==> src/rtl/dac_jesd_tx_link.sv <==
// JESD204B 4-lane link-layer transmitter: CGS, LMFC-aligned 4-multiframe ILAS, then user data.
// Optional per-lane DATA scrambler (1+x^14+x^15) is built when JESD_TX_SCRAMBLE_EN is defined.
module dac_jesd_tx_link #(
  parameter int BEATS_PER_MF    = 16,
  parameter int ILAS_MF         = 4,
  parameter int LID0            = 0,
  parameter int SYNC_RESYNC_CYC = 4
) (
  input  logic         clk,
  input  logic         rst,
  input  logic         sync_n,
  input  logic         lmfc_edge,
  input  logic [111:0] ilas_cfg,
  input  logic [63:0]  tx_data,
  output logic         tx_ready,
  output logic [63:0]  tx_parallel_data,
  output logic [7:0]   tx_datak,
  output logic [1:0]   link_state,
  output logic [7:0]   sync_err_cnt
);
  localparam int NLANES    = 4;
  localparam int MF_OCTETS = 2 * BEATS_PER_MF;
  localparam int BW        = (BEATS_PER_MF > 1) ? $clog2(BEATS_PER_MF) : 1;
  localparam int MW        = (ILAS_MF > 1) ? $clog2(ILAS_MF) : 1;
  localparam int SW        = $clog2(SYNC_RESYNC_CYC + 1);

  typedef enum logic [1:0] {CGS = 2'd0, WAIT_LMFC = 2'd1, ILAS = 2'd2, DATA = 2'd3} state_t;

  state_t        state_reg, state_next;
  logic [BW-1:0] beat_reg, beat_next;
  logic [MW-1:0] mf_reg, mf_next;
  logic [SW-1:0] low_reg, low_next;
  logic [7:0]    err_reg, err_next;
  logic          sync_meta_reg, sync_s_reg;
  logic [63:0]   word_next, word_reg;
  logic [7:0]    k_next, k_reg;
  logic          ready_reg;

  // Returns {K, octet} for ILAS octet n of a multiframe on the given lane.
  function automatic logic [8:0] ilas_octet(input int n, input logic cfg_mf, input int lane,
                                            input logic [111:0] cfg);
    logic [7:0] c;
    c = 8'(n);
    ilas_octet = {1'b0, c};
    if (cfg_mf && n >= 2 && n <= 15) begin
      c = cfg[8*(n-2) +: 8];
      if (n == 4)  c[4:0] = 5'(LID0 + lane);
      if (n == 15) c = c + 8'(lane);
      ilas_octet = {1'b0, c};
    end
    if (cfg_mf && n == 1)      ilas_octet = {1'b1, 8'h9C};
    if (n == 0)                ilas_octet = {1'b1, 8'h1C};
    if (n == MF_OCTETS - 1)    ilas_octet = {1'b1, 8'h7C};
  endfunction

  always_comb begin
    state_next = state_reg;
    beat_next  = beat_reg;
    mf_next    = mf_reg;
    low_next   = '0;
    err_next   = err_reg;
    case (state_reg)
      CGS: if (sync_s_reg) state_next = WAIT_LMFC;
      WAIT_LMFC: begin
        if (!sync_s_reg) begin
          state_next = CGS;
        end else if (lmfc_edge) begin
          state_next = ILAS;
          beat_next  = '0;
          mf_next    = '0;
        end
      end
      ILAS: begin
        if (!sync_s_reg) begin
          state_next = CGS;
        end else if (beat_reg == BW'(BEATS_PER_MF - 1)) begin
          beat_next = '0;
          if (mf_reg == MW'(ILAS_MF - 1)) begin
            state_next = DATA;
            mf_next    = '0;
          end else begin
            mf_next = mf_reg + 1'b1;
          end
        end else begin
          beat_next = beat_reg + 1'b1;
        end
      end
      DATA: begin
        if (!sync_s_reg) begin
          if (low_reg == SW'(SYNC_RESYNC_CYC - 1)) state_next = CGS;
          else                                     low_next   = low_reg + 1'b1;
        end else if (low_reg != '0 && err_reg != 8'hFF) begin
          err_next = err_reg + 8'd1;
        end
      end
      default: state_next = CGS;
    endcase
  end

  for (genvar gi = 0; gi < NLANES; gi++) begin : g_lane
    logic [17:0] ilas_pair;
    logic [15:0] lane_word, data_lane;
    logic [1:0]  lane_k;

    for (genvar gj = 0; gj < 2; gj++) begin : g_oct
      assign ilas_pair[9*gj +: 9] = ilas_octet(2 * int'(beat_reg) + gj, mf_reg == MW'(1), gi, ilas_cfg);
    end

`ifdef JESD_TX_SCRAMBLE_EN
    // scr_reg[0] holds the most recent scrambled bit; taps at delays 14 and 15.
    logic [14:0] scr_reg, scr_next;
    always_comb begin
      scr_next  = scr_reg;
      data_lane = '0;
      for (int o = 0; o < 2; o++) begin
        for (int b = 7; b >= 0; b--) begin
          data_lane[8*o+b] = tx_data[16*gi+8*o+b] ^ scr_next[13] ^ scr_next[14];
          scr_next         = {scr_next[13:0], data_lane[8*o+b]};
        end
      end
    end

    always_ff @(posedge clk) begin
      if (rst || state_reg != DATA) scr_reg <= 15'h7FFF;
      else                          scr_reg <= scr_next;
    end
`else
    assign data_lane = tx_data[16*gi +: 16];
`endif

    always_comb begin
      lane_word = 16'hBCBC;
      lane_k    = 2'b11;
      case (state_reg)
        ILAS: begin
          lane_word = {ilas_pair[16:9], ilas_pair[7:0]};
          lane_k    = {ilas_pair[17], ilas_pair[8]};
        end
        DATA: begin
          lane_word = data_lane;
          lane_k    = 2'b00;
        end
        default: ;
      endcase
    end

    assign word_next[16*gi +: 16] = lane_word;
    assign k_next[2*gi +: 2]      = lane_k;
  end

  always_ff @(posedge clk) begin
    if (rst) begin
      sync_meta_reg <= 1'b0;
      sync_s_reg    <= 1'b0;
      state_reg     <= CGS;
      beat_reg      <= '0;
      mf_reg        <= '0;
      low_reg       <= '0;
      err_reg       <= '0;
      word_reg      <= 64'hBCBC_BCBC_BCBC_BCBC;
      k_reg         <= 8'hFF;
      ready_reg     <= 1'b0;
    end else begin
      sync_meta_reg <= sync_n;
      sync_s_reg    <= sync_meta_reg;
      state_reg     <= state_next;
      beat_reg      <= beat_next;
      mf_reg        <= mf_next;
      low_reg       <= low_next;
      err_reg       <= err_next;
      word_reg      <= word_next;
      k_reg         <= k_next;
      ready_reg     <= (state_next == DATA);
    end
  end

  assign tx_ready         = ready_reg;
  assign tx_parallel_data = word_reg;
  assign tx_datak         = k_reg;
  assign link_state       = state_reg;
  assign sync_err_cnt     = err_reg;
endmodule

==> config.mk <==
export PLATFORM = sky130hd
export DESIGN_NAME = dac_jesd_tx_link
export DESIGN_NICKNAME = d
export VERILOG_FILES = /design/src/rtl/dac_jesd_tx_link.sv
export SDC_FILE = /design/constraint.sdc
export NUM_CORES = 1
export LEC_CHECK = 0
export BUFFER_PORTS_ARGS = -buffer_cell sky130_fd_sc_hd__buf_2
export CAP_MARGIN = 20
export CORE_MARGIN = 2
export CORE_UTILIZATION = 47
export CTS_CLUSTER_DIAMETER = 150
export DETAILED_ROUTE_END_ITERATION = 10
export PLACE_DENSITY = 0.82
export SYNTH_ARGS = -nofsm -noshare
export SYNTH_HDL_FRONTEND = slang
export SYNTH_SLANG_ARGS = --single-unit
==> constraint.sdc <==
create_clock -name clk -period 4.35 [get_ports clk]
set_input_delay 0 -clock clk [delete_from_list [all_inputs] [get_ports clk]]
set_output_delay 0 -clock clk [all_outputs]
set_load 0.02 [all_outputs]
==> impl_results.md, run 1 <==
- Status: finished with violations
- Failing checks: negative hold slack
- Largest net degree at the start of global routing: 46
- Post-CTS Setup Bufs: 0
- CTS tree: done
- Die area: 12200 µm²
- RSZ-0062 raised after global routing: no
- Setup crit end kind: register
- Crit path max fanout: 25
- Final hold slack: -0.00463 ns
- Place WS: 0.790 ns
- Row cnt: 38
- Yosys warning count: 0
- Sw power: 383 µW
- Slew Viols, Final: 0
- Clock Sinks: 88
- PwrDens: 232 nW/µm²
- Final cycle utilization of the critical path: 83.0%
- Fmax: 277 MHz
- Synth cell types: 81
- Setup_tns: 0 ns
- Worst-Skew Late Latency: 0.34 ns
- Fin worst setup slack: 0.740 ns
- Critical Path Start: beat_reg[0]
- CP Launch Type: register
- Final Setup Violations: 0
- Design area: 7530 µm²
- Worst min-delay path category: in -> reg
- Die width: 111 µm
- Top_reg_cell synth: dfxtp_1
- Crit Path Class: reg -> reg
- Area leader, netlist: dfxtp_1
- CTS buffer count: 9
- Io pins: 263
- Dpl cell area: 6620 µm²
- Asr flop ratio synth: 0%
- Vias per cell: 5.51
- Worst EP arrival: 3.81 ns
- Vias in the first global route: 5523
- Total gr overflow: 0
- H-Tree Depth: 3
- Die Ht: 111 µm
- Clock buffer depth: 2
- Final GP Congestion: 0.985
- Net Sw Frac: 21.9%
- Drt pass-1 iters: 5
- RR Startpoint: beat_reg[0]
- LEAKAGE: 3.16 nW
- Hold path startpoint: tx_data[62]
- Slew margin rel.: 35.4%
- Worst Skew: 0.00717 ns
- Yosys reg bits: 88
- Top post-synthesis cells by area: dfxtp_1, mux4_2, nand2_1, a21oi_1, nor2_1
- Overall Power: 1.75 mW
- Initial antenna violation count: 0
- Fillers: 918
- ANT nets after route: 0
- Max-Cap Viols: 0
- # diodes: 0
- IO Port Bufs: 262
- Routed via count: 5818
- Worst Path Required: 4.55 ns
- Synthesized instance count: 610
- Peak VDD IR: 0.257 mV
- Sequential element share of the synthesized area: 33.0%
- Slew @ Worst Pin: 0.969 ns
- Core ar.: 10900 µm²
- WL per Instance: 16.9 µm
- Multi-input combinational cell area: 3240 µm²
- Mapped Nets: 805
- Comb pwr share: 9.6%
- Clock transition at path regs: 0.07 ns
- Residual DRC: 0
- Max reg flops: 64
- DR iter-0 viols: 528
- Cell internal pwr: 1.37 mW
- Share of the synthesized area in the top cell type: 33.0%
- Reg area: 1760 µm²
- Fin. Hold Viols: 1
- Initial core utilization: 48.8%
- Layout cells sized above 1: 38.0%
- Post-Syn Area: 5330 µm²
- Post-synth EDFFs: 0
- Gr usage total: 28.6%
- Final net count: 1105
- Synth Area per Inst: 8.74 µm²
- Dpl hpwl: 13200 µm
- Root buf cell: clkbuf_16
- Clk pwr share: 44.1%
- Reg power frac: 46.2%
- Final min period: 3.61 ns
- First-pass GRT wire length: 28200 µm
- WL final: 17900 µm
- Layout area overhead: 41.2%
## power by group through the flow
stage	Combinational, mW	Sequential, mW	Clock (mW)
6_report	0.168	0.809	0.772
4_1_cts	0.168	0.808	0.785
5_1_grt	0.183	0.808	0.822
3_3_place_gp	0.125	0.827	0
2_1_floorplan	0.0345	0.827	0
3_5_place_dp	0.124	0.827	0
## path summary, 6_finish.rpt
| check | slack (ns) | depth (start not counted) | end |
|---|---|---|---|
| max | 0.74 | 14 | tx_parallel_data[29] |
| min | -0.005 | 3 | tx_parallel_data[62] |
| max reg2reg | 0.74 | 14 | tx_parallel_data[29] |
| min reg2reg | 0.44 | 1 | sync_s_reg |
## stage by stage
step	hold slack (ns)	std cells	util (%)
final	-0.00463	1055	68.9
after global routing	0.00873	1055	68.9
after CTS	0.00551	1055	68.9
after detailed placement	0.200	978	60.6
after global placement	0.199	978	60.6
after floorplan	0.110	610	-
## layer usage
layer,global-route usage [%],share of wire (%),vias up
met5,0,0,-
met4,6.58,1.5,0
met3,5.49,8.7,23
met2,51.1,50,335
met1,35.5,40,2667
li1,-,-,2793
## critical path, stage by stage, from the launching register on
cell	delay, ns
dfxtp_2	0.33
inv_2	0.11
ha_2	0.56
buf_4	0.39
mux2i_1	0.13
o2bb2ai_1	0.16
a22oi_1	0.15
or2_4	0.32
inv_2	0.08
ha_1	0.23
nand2_1	0.12
a211oi_1	0.42
nand3_1	0.16
xnor2_1	0.18
o211ai_1	0.11
## logic make-up after synthesis
family	after synthesis	share of synthesized area, %
simple gates	223	20.6
xor+xnor	20	3.43
flops	88	33.0
mux	36	10.8
compound gates	168	22.3
buf+inv	60	6.33
fa+ha+maj	15	3.52
## layout make-up
type | count | area share (%)
repair buffers | 334 | 26.6
clock buffers | 10 | 3.04
inverters | 15 | 0.748
well taps | 140 | 2.33
flip-flops and latches | 88 | 23.4
multi-input cells | 462 | 43.0
clock inverters | 6 | 0.897
## placed cells by master (no fill, tap or decap), types with 7 or more instances in the layout
cell type,n
buf_2,262
nor2b_1,8
nand3_1,18
mux4_2,14
nor2_1,64
xor2_1,9
mux2_2,7
dfxtp_1,87
mux2i_1,12
a21o_1,16
nand4_1,7
a21oi_1,55
xnor2_1,10
dlygate4sd3_1,61
ha_1,14
nor3_1,10
inv_1,10
buf_4,11
clkbuf_16,9
o21ai_0,32
nand2_1,79
## cells in the mapped netlist, drive strengths merged, types with 4 or more instances
| cell type | count |
|---|---|
| nor2b | 8 |
| mux4 | 16 |
| dfxtp | 88 |
| nand2b | 4 |
| a211oi | 8 |
| a32oi | 4 |
| o21ai | 37 |
| nand4 | 7 |
| a31oi | 4 |
| nor2 | 66 |
| nand2 | 80 |
| clkbuf | 16 |
| or2 | 4 |
| a21oi | 57 |
| mux2i | 12 |
| a22oi | 6 |
| nor4 | 5 |
| ha | 15 |
| nor3 | 13 |
| xor2 | 9 |
| inv | 15 |
| xnor2 | 11 |
| buf | 29 |
| mux2 | 8 |
| a21o | 16 |
| nand3 | 18 |
| o211ai | 7 |
| and3 | 5 |
## timing repair
item | CTS | global route
hold endpoints to repair | 61 | 0
hold buffers | 61 | 0
resized for setup | 0 | 0
(Power assumes the default switching activity.)
==> run 2, diff against run 1 <==
- ABC_AREA: default -> 1
- CORE_UTILIZATION: 47 -> 42
- PLACE_DENSITY: 0.82 -> 0.77
- clock period: 4.35 -> 3.25 ns (I/O delays scaled with it)
==> run 2 against run 1 <==
  * Global-route usage fell by 0.63 points
  * Critical path type unchanged
  * Via count rose by 14%
  * Routed wire length rose by 9.2%
  * Largest power group unchanged
  * The run now ends clean
  * Final area rose by 1.9%
  * Highest routed layer unchanged
==> impl_results.md, run 2 <==
- Status: finished, final reports clean (was finished with violations)
- R2R depth: 21 (was 14)
- Setup_tns: 0 ns (unchanged)
- Critical Path Start: beat_reg[0] (unchanged)
- Initial core utilization: 42.8% (was 48.8%)
- Final hold slack: 0.0287 ns (was -0.00463 ns)
- Capture point of the worst reg-to-reg path: tx_parallel_data[63] (was tx_parallel_data[29])
- Top cells by count, synth: nand2_1, inv_1, dfxtp_1, nor2_1, nand3_1 (was dfxtp_1, nand2_1, nor2_1, a21oi_1, o21ai_0)
- Largest net degree at the start of global routing: 50 (was 46)
- RR Startpoint: beat_reg[0] (unchanged)
- H-Tree Depth: 3 (unchanged)
- Most common cell after layout, fill and taps aside: nand2_1 (was buf_2)
- Flop2flop setup slack: 0.34 ns (was 0.74 ns)
- Synthesized instance count: 847 (was 610)
- Share of the synthesized area in the top cell type: 32.7% (was 33.0%)
- Worst Path Required: 3.48 ns (was 4.55 ns)
- Asr flop ratio synth: 0% (unchanged)
- Io pins: 263 (unchanged)
- IO Port Bufs: 262 (unchanged)
- ANT nets after route: 0 (unchanged)
- Worst EP arrival: 3.14 ns (was 3.81 ns)
- WL final: 19500 µm (was 17900 µm)
- Clock transition at path regs: 0.07 ns (about the same)
- Layout cells sized above 1: 29.0% (was 38.0%)
- Vias in the first global route: 6425 (was 5523)
- Top_reg_cell synth: dfxtp_1 (unchanged)
- Sequential element share of the synthesized area: 32.7% (was 33.0%)
- Fin worst setup slack: 0.338 ns (was 0.740 ns)
- Top post-synthesis cells by area: dfxtp_1, nand2_1, inv_1, nand3_1, nor2_1 (was dfxtp_1, mux4_2, nand2_1, a21oi_1, nor2_1)
- Root buf cell: clkbuf_16 (unchanged)
- Fillers: 1172 (was 918)
- Mapped Nets: 1042 (was 805)
- PwrDens: 301 nW/µm² (was 232 nW/µm²)
- Routed via count: 6609 (was 5818)
- Die width: 117 µm (was 111 µm)
- Peak VDD IR: 0.296 mV (was 0.257 mV)
- Die area: 13700 µm² (was 12200 µm²)
- Dpl cell area: 6740 µm² (was 6620 µm²)
- CTS buffer count: 9 (unchanged)
- Setup crit end kind: register (unchanged)
- Gr usage total: 27.9% (was 28.6%)
- CTS tree: done (unchanged)
- Synth cell types: 41 (was 81)
- Setup crit end: tx_parallel_data[63] (was tx_parallel_data[29])
- Max-Cap Viols: 0 (unchanged)
- Post-Syn Area: 5380 µm² (was 5330 µm²)
- Initial antenna violation count: 0 (unchanged)
- Slew Viols, Final: 0 (unchanged)
- Worst min-delay path category: in -> reg (unchanged)
- Final GP Congestion: 0.983 (was 0.985)
- Clock buffer depth: 2 (unchanged)
- Vias per cell: 4.96 (was 5.51)
- Core ar.: 12600 µm² (was 10900 µm²)
- Crit Path Class: reg -> reg (unchanged)
- Layout area overhead: 42.6% (was 41.2%)
- Reg area: 1760 µm² (unchanged)
- Multi-input combinational cell area: 2960 µm² (was 3240 µm²)
- Row cnt: 41 (was 38)
- Worst-Skew Late Latency: 0.35 ns (was 0.34 ns)
- Slew margin rel.: 55.4% (was 35.4%)
- Clock Sinks: 88 (unchanged)
- First-pass GRT wire length: 29900 µm (was 28200 µm)
- Final cycle utilization of the critical path: 89.6% (was 83.0%)
- Final net count: 1351 (was 1105)
- Dpl hpwl: 13700 µm (was 13200 µm)
- Final min period: 2.91 ns (was 3.61 ns)
- Post-synth EDFFs: 0 (unchanged)
- Worst Skew: 0.00912 ns (was 0.00717 ns)
- CP Launch Type: register (unchanged)
- Synth Area per Inst: 6.35 µm² (was 8.74 µm²)
- Residual DRC: 0 (unchanged)
- LEAKAGE: 3.70 nW (was 3.16 nW)
- Max reg flops: 64 (unchanged)
- Yosys warning count: 0 (unchanged)
- Design area: 7680 µm² (was 7530 µm²)
- Final Setup Violations: 0 (unchanged)
- Most frequent cells in the layout: nand2_1, buf_2, inv_1 (was buf_2, dfxtp_1, nand2_1)
- RSZ-0062 raised after global routing: no (unchanged)
- DR iter-0 viols: 463 (was 528)
- WL per Instance: 14.6 µm (was 16.9 µm)
- Area leader, netlist: dfxtp_1 (unchanged)
- Crit path max fanout: 19 (was 25)
- Slew @ Worst Pin: 0.670 ns (was 0.969 ns)
- Place WS: 0.349 ns (was 0.790 ns)
- Drt pass-1 iters: 6 (was 5)
- # diodes: 0 (unchanged)
- Top-count cell post-synth: nand2_1 (was dfxtp_1)
- Yosys reg bits: 88 (unchanged)
- Die Ht: 117 µm (was 111 µm)
- Fmax: 343 MHz (was 277 MHz)
- Total gr overflow: 0 (unchanged)
- Fin. Hold Viols: 0 (was 1)
run 2: area by class of cell:
cell class,instances,share of cell area [%]
Timing Repair Buffer,338,26.6
Sequential cell,88,23.0
Clock buffer,11,3.29
Inverter,105,5.31
Tap cell,172,2.80
Multi-Input combinational cell,614,38.6
Clock inverter,5,0.407
run 2: cell families (layout without fill, tap and decap cells):
logic type      Yosys count  in the layout  synth area share, %
simple gates            455            455                 36.4
buf+inv                 145            459                 12.2
compound gates          143            143                 15.0
flops                    88             88                 32.7
fa+ha+maj                15             15                 3.49
mux                       1              1                0.186
run 2: critical path, stage by stage (launching register included):
cell	delay (ns)
dfxtp_2	0.42
inv_4	0.08
ha_1	0.37
inv_6	0.16
nand2_2	0.09
clkinv_2	0.19
nand2_1	0.07
nand2_1	0.07
nand2_1	0.04
nand2_1	0.08
nand2_2	0.09
inv_1	0.17
ha_1	0.22
inv_1	0.05
nor2_1	0.13
inv_1	0.07
nand2_1	0.15
nand2_1	0.08
nand2_1	0.06
nand3_1	0.07
nand2_1	0.06
nand2_1	0.04
run 2: metrics by stage:
| step | total power [mW] | instances | util [%] |
|---|---|---|---|
| global route | 2.39 | 1333 | 61.1 |
| finish | 2.31 | 1333 | 61.1 |
| CTS | 2.32 | 1333 | 61.1 |
| detailed placement | 1.27 | 1252 | 53.6 |
| floorplan | 1.15 | 847 | - |
| global placement | 1.27 | 1252 | 53.6 |
run 2: how the worst min path moves through the flow:
stage | startpoint | to | slack [ns] | cells after the start
after global routing | lmfc_edge | link_state[0] | 0.08 | 6
after detailed placement | tx_data[39] | tx_parallel_data[39] | 0.20 | 3
after global placement | tx_data[5] | tx_parallel_data[5] | 0.20 | 3
after CTS | lmfc_edge | link_state[0] | 0.02 | 6
after floorplan | sync_n | sync_meta_reg | 0.11 | 2
final | lmfc_edge | link_state[0] | 0.03 | 6
run 2: per-layer routing:
metal	track usage, %	routed length (µm)	share of wire [%]
met5	1.85	0	0
met4	11.5	646	3.3
met3	6.18	1370	7.0
met2	50.4	9830	50
met1	31.6	7650	39
run 2: timing repair:
item / 4_1_cts / 5_1_grt
resized for setup: 0 / 1
hold buffers: 65 / 0
endpoints found under the setup margin: 0 / 3
buffers inserted: 0 / 0
hold endpoints to repair: 65 / 0
run 2: report_power, final:
| group | switching, mW | internal (mW) | leakage, nW |
|---|---|---|---|
| clock network | 0.442 | 0.557 | 0.141 |
| logic | 0.0877 | 0.143 | 2.85 |
| registers | 0.00172 | 1.08 | 0.711 |
| total | 0.531 | 1.78 | 3.70 |
==> run 3, diff against run 2 <==
- MAX_ROUTING_LAYER: default -> met4
- SETUP_SLACK_MARGIN: default -> 0.1
==> run 3 against run 2 <==
  * Highest routed layer unchanged
  * Worst setup slack better by 0.13 ns
  * Final cell count hardly changed
  * Clock skew is 0.0021 ns lower
  * Largest cell class unchanged
  * Core utilization is 0.31 points higher
  * Global-route usage is 0.79 points higher
  * Via count hardly changed
  * Non-clock buffer count is 1 higher
  * Clock-buffer cell count is 2 higher
  * Largest power group is now clock
  * First-iteration DRC count is 8.0% lower
==> impl_results.md, run 3 (same netlist as run 2, synthesis figures left out) <==
- Clock transition at path regs: 0.06 ns (was 0.07 ns)
- Crit path max fanout: 19 (unchanged)
- Final GP Congestion: 0.971 (was 0.983)
- Row cnt: 41 (unchanged)
- Worst min-delay path category: in -> reg (unchanged)
- Top Metal Used: met4 (unchanged)
- Gr usage total: 28.7% (was 27.9%)
- Top cell family by delay on the critical path: simple AND/OR/NAND/NOR gates (unchanged)
- Post-CTS Setup Bufs: 0 (unchanged)
- Fin. Hold Viols: 0 (unchanged)
- Max-Cap Viols: 0 (unchanged)
- Largest net degree at the start of global routing: 55 (was 50)
- Crit path cell chain: inv_4, ha_1, inv_6, nand2_2, clkinv_2, nand2_1, nand2_1, nand2_1, nand2_1, nand2_2, inv_1, ha_1, inv_1, nor2_1, inv_1, nor2_1, nand3_1, o211ai_1, nand2_1, nand2_1 (was inv_4, ha_1, inv_6, nand2_2, clkinv_2, nand2_1, nand2_1, nand2_1, nand2_1, nand2_2, inv_1, ha_1, inv_1, nor2_1, inv_1, nand2_1, nand2_1, nand2_1, nand3_1, nand2_1, nand2_1)
- Setup crit end kind: register (unchanged)
- RSZ-0062 raised after global routing: no (unchanged)
- Final cycle utilization of the critical path: 85.4% (was 89.6%)
- Most frequent cells in the layout: nand2_1, buf_2, inv_1 (unchanged)
- Vias per cell: 4.96 (about the same)
- CTS buffer count: 9 (unchanged)
- CP Launch Type: register (unchanged)
- Final Non-Filler Cells: 1334 (was 1333)
- Final Setup Violations: 0 (unchanged)
- Wire length on met3: 1210 µm (was 1370 µm)
- Most frequent CP cell: nand2_1 (unchanged)
- Worst Hold Path Cells: 6 (unchanged)
- H-Tree Depth: 3 (unchanged)
- Peak VDD IR: 0.345 mV (was 0.296 mV)
- Root buf cell: clkbuf_16 (unchanged)
- Layout cells sized above 1: 28.8% (was 29.0%)
- CTS tree: done (unchanged)
- First-pass GRT wire length: 30000 µm (was 29900 µm)
- Dpl hpwl: 13700 µm (about the same)
- Reg area: 1760 µm² (unchanged)
- PwrDens: 315 nW/µm² (was 301 nW/µm²)
- Core ar.: 12600 µm² (unchanged)
- ANT nets after route: 0 (unchanged)
- Slew margin rel.: 58.1% (was 55.4%)
- Clock Sinks: 88 (unchanged)
- Most common cell after layout, fill and taps aside: nand2_1 (unchanged)
- Slew Viols, Final: 0 (unchanged)
- Multi-input combinational cell area: 2960 µm² (unchanged)
- Final min period: 2.78 ns (was 2.91 ns)
- Worst-Skew Late Latency: 0.34 ns (was 0.35 ns)
- WL final: 19200 µm (was 19500 µm)
- Residual DRC: 0 (unchanged)
- Slew @ Worst Pin: 0.628 ns (was 0.670 ns)
- DR iter-0 viols: 426 (was 463)
- Crit. path cell count: 20 (was 21)
- Io pins: 263 (unchanged)
- R2R depth: 20 (was 21)
- Crit Path Class: reg -> reg (unchanged)
- Worst Path Required: 3.53 ns (was 3.48 ns)
- Met2 routed WL: 9720 µm (was 9830 µm)
- Max reg flops: 64 (unchanged)
- Flop2flop setup slack: 0.47 ns (was 0.34 ns)
- # diodes: 0 (unchanged)
- Worst Skew: 0.00705 ns (was 0.00912 ns)
- IO Port Bufs: 262 (unchanged)
- Total gr overflow: 0 (unchanged)
- Fmax: 360 MHz (was 343 MHz)
- Worst EP arrival: 3.06 ns (was 3.14 ns)
- Die Ht: 117 µm (unchanged)
- LEAKAGE: 3.72 nW (was 3.70 nW)
- Met1 wire length: 7700 µm (was 7650 µm)
- Routed via count: 6614 (was 6609)
- Status: finished, final reports clean (unchanged)
- Clock buffer depth: 2 (unchanged)
- Final net count: 1352 (was 1351)
- Initial core utilization: 42.8% (unchanged)
- Worst path slowest cell: ha_1 (was dfxtp_2)
- Vias in the first global route: 6401 (was 6425)
- Die area: 13700 µm² (unchanged)
- CP bufs+invs: 6 (unchanged)
- Overall Power: 2.43 mW (was 2.31 mW)
- Fillers: 1162 (was 1172)
- Placed Instances: 1253 (was 1252)
- Drt pass-1 iters: 5 (was 6)
- Initial antenna violation count: 0 (unchanged)
- Layout area overhead: 43.4% (was 42.6%)
- WL per Instance: 14.4 µm (was 14.6 µm)
- Setup_tns: 0 ns (unchanged)
- Die width: 117 µm (unchanged)
- Largest stage delay, worst path: 0.36 ns (was 0.42 ns)
run 3: cell count changes in the layout (fill, tap and decap cells not counted), sizes merged:
cell	previous run	this run
clkinvlp	1	0
clkinv	8	5
buf	273	274
bufinv	0	2
clkbuf	11	13
run 3: per-stage QoR:
step                hold WS (ns)  setup WS [ns]  utilization (%)  cell area, µm²
finish                    0.0271          0.473             61.4            7710
detailed placement         0.197          0.447             53.7            6750
floorplan                  0.107          0.397                -            5380
CTS                       0.0137          0.418             61.4            7710
global placement           0.197          0.484             53.7            6750
global route              0.0933          0.146             61.4            7710
run 3: what timing repair did:
action,4_1_cts,5_1_grt
hold endpoints to repair,65,0
hold buffers,65,0
resized for setup,0,1
setup endpoints to repair,0,2
run 3: power breakdown:
group          switching (mW)  internal, mW  leakage, nW
logic                  0.0860         0.143         2.85
clock network           0.424         0.695        0.154
registers             0.00189          1.08        0.711
total                   0.512          1.92         3.72
run 3: tightest hold or removal path: stages:
cell,delay (ns)
buf_2,0.09
nand2_1,0.05
nand3_1,0.06
nand2_1,0.05
nand2_1,0.05
inv_1,0.03
run 3: path summary, 6_finish.rpt:
check | startpoint | endpoint
setup / recovery | beat_reg[0] | tx_parallel_data[45]
hold / removal | lmfc_edge | link_state[0]
setup reg to reg | beat_reg[0] | tx_parallel_data[45]
hold reg to reg | sync_meta_reg | sync_s_reg
run 3: metal layers:
metal | track usage [%] | vias up
met5 | - | -
met4 | 10.0 | 0
met3 | 4.99 | 51
met2 | 50.9 | 284
met1 | 32.5 | 2962
li1 | - | 3317
run 3: area by class of cell:
type	count	share of cell area (%)
Clock buffer	13	3.24
Clock inverter	3	0.843
Inverter	105	5.29
Multi-Input combinational cell	614	38.4
Sequential cell	88	22.9
Tap cell	172	2.79
Timing Repair Buffer	339	26.6
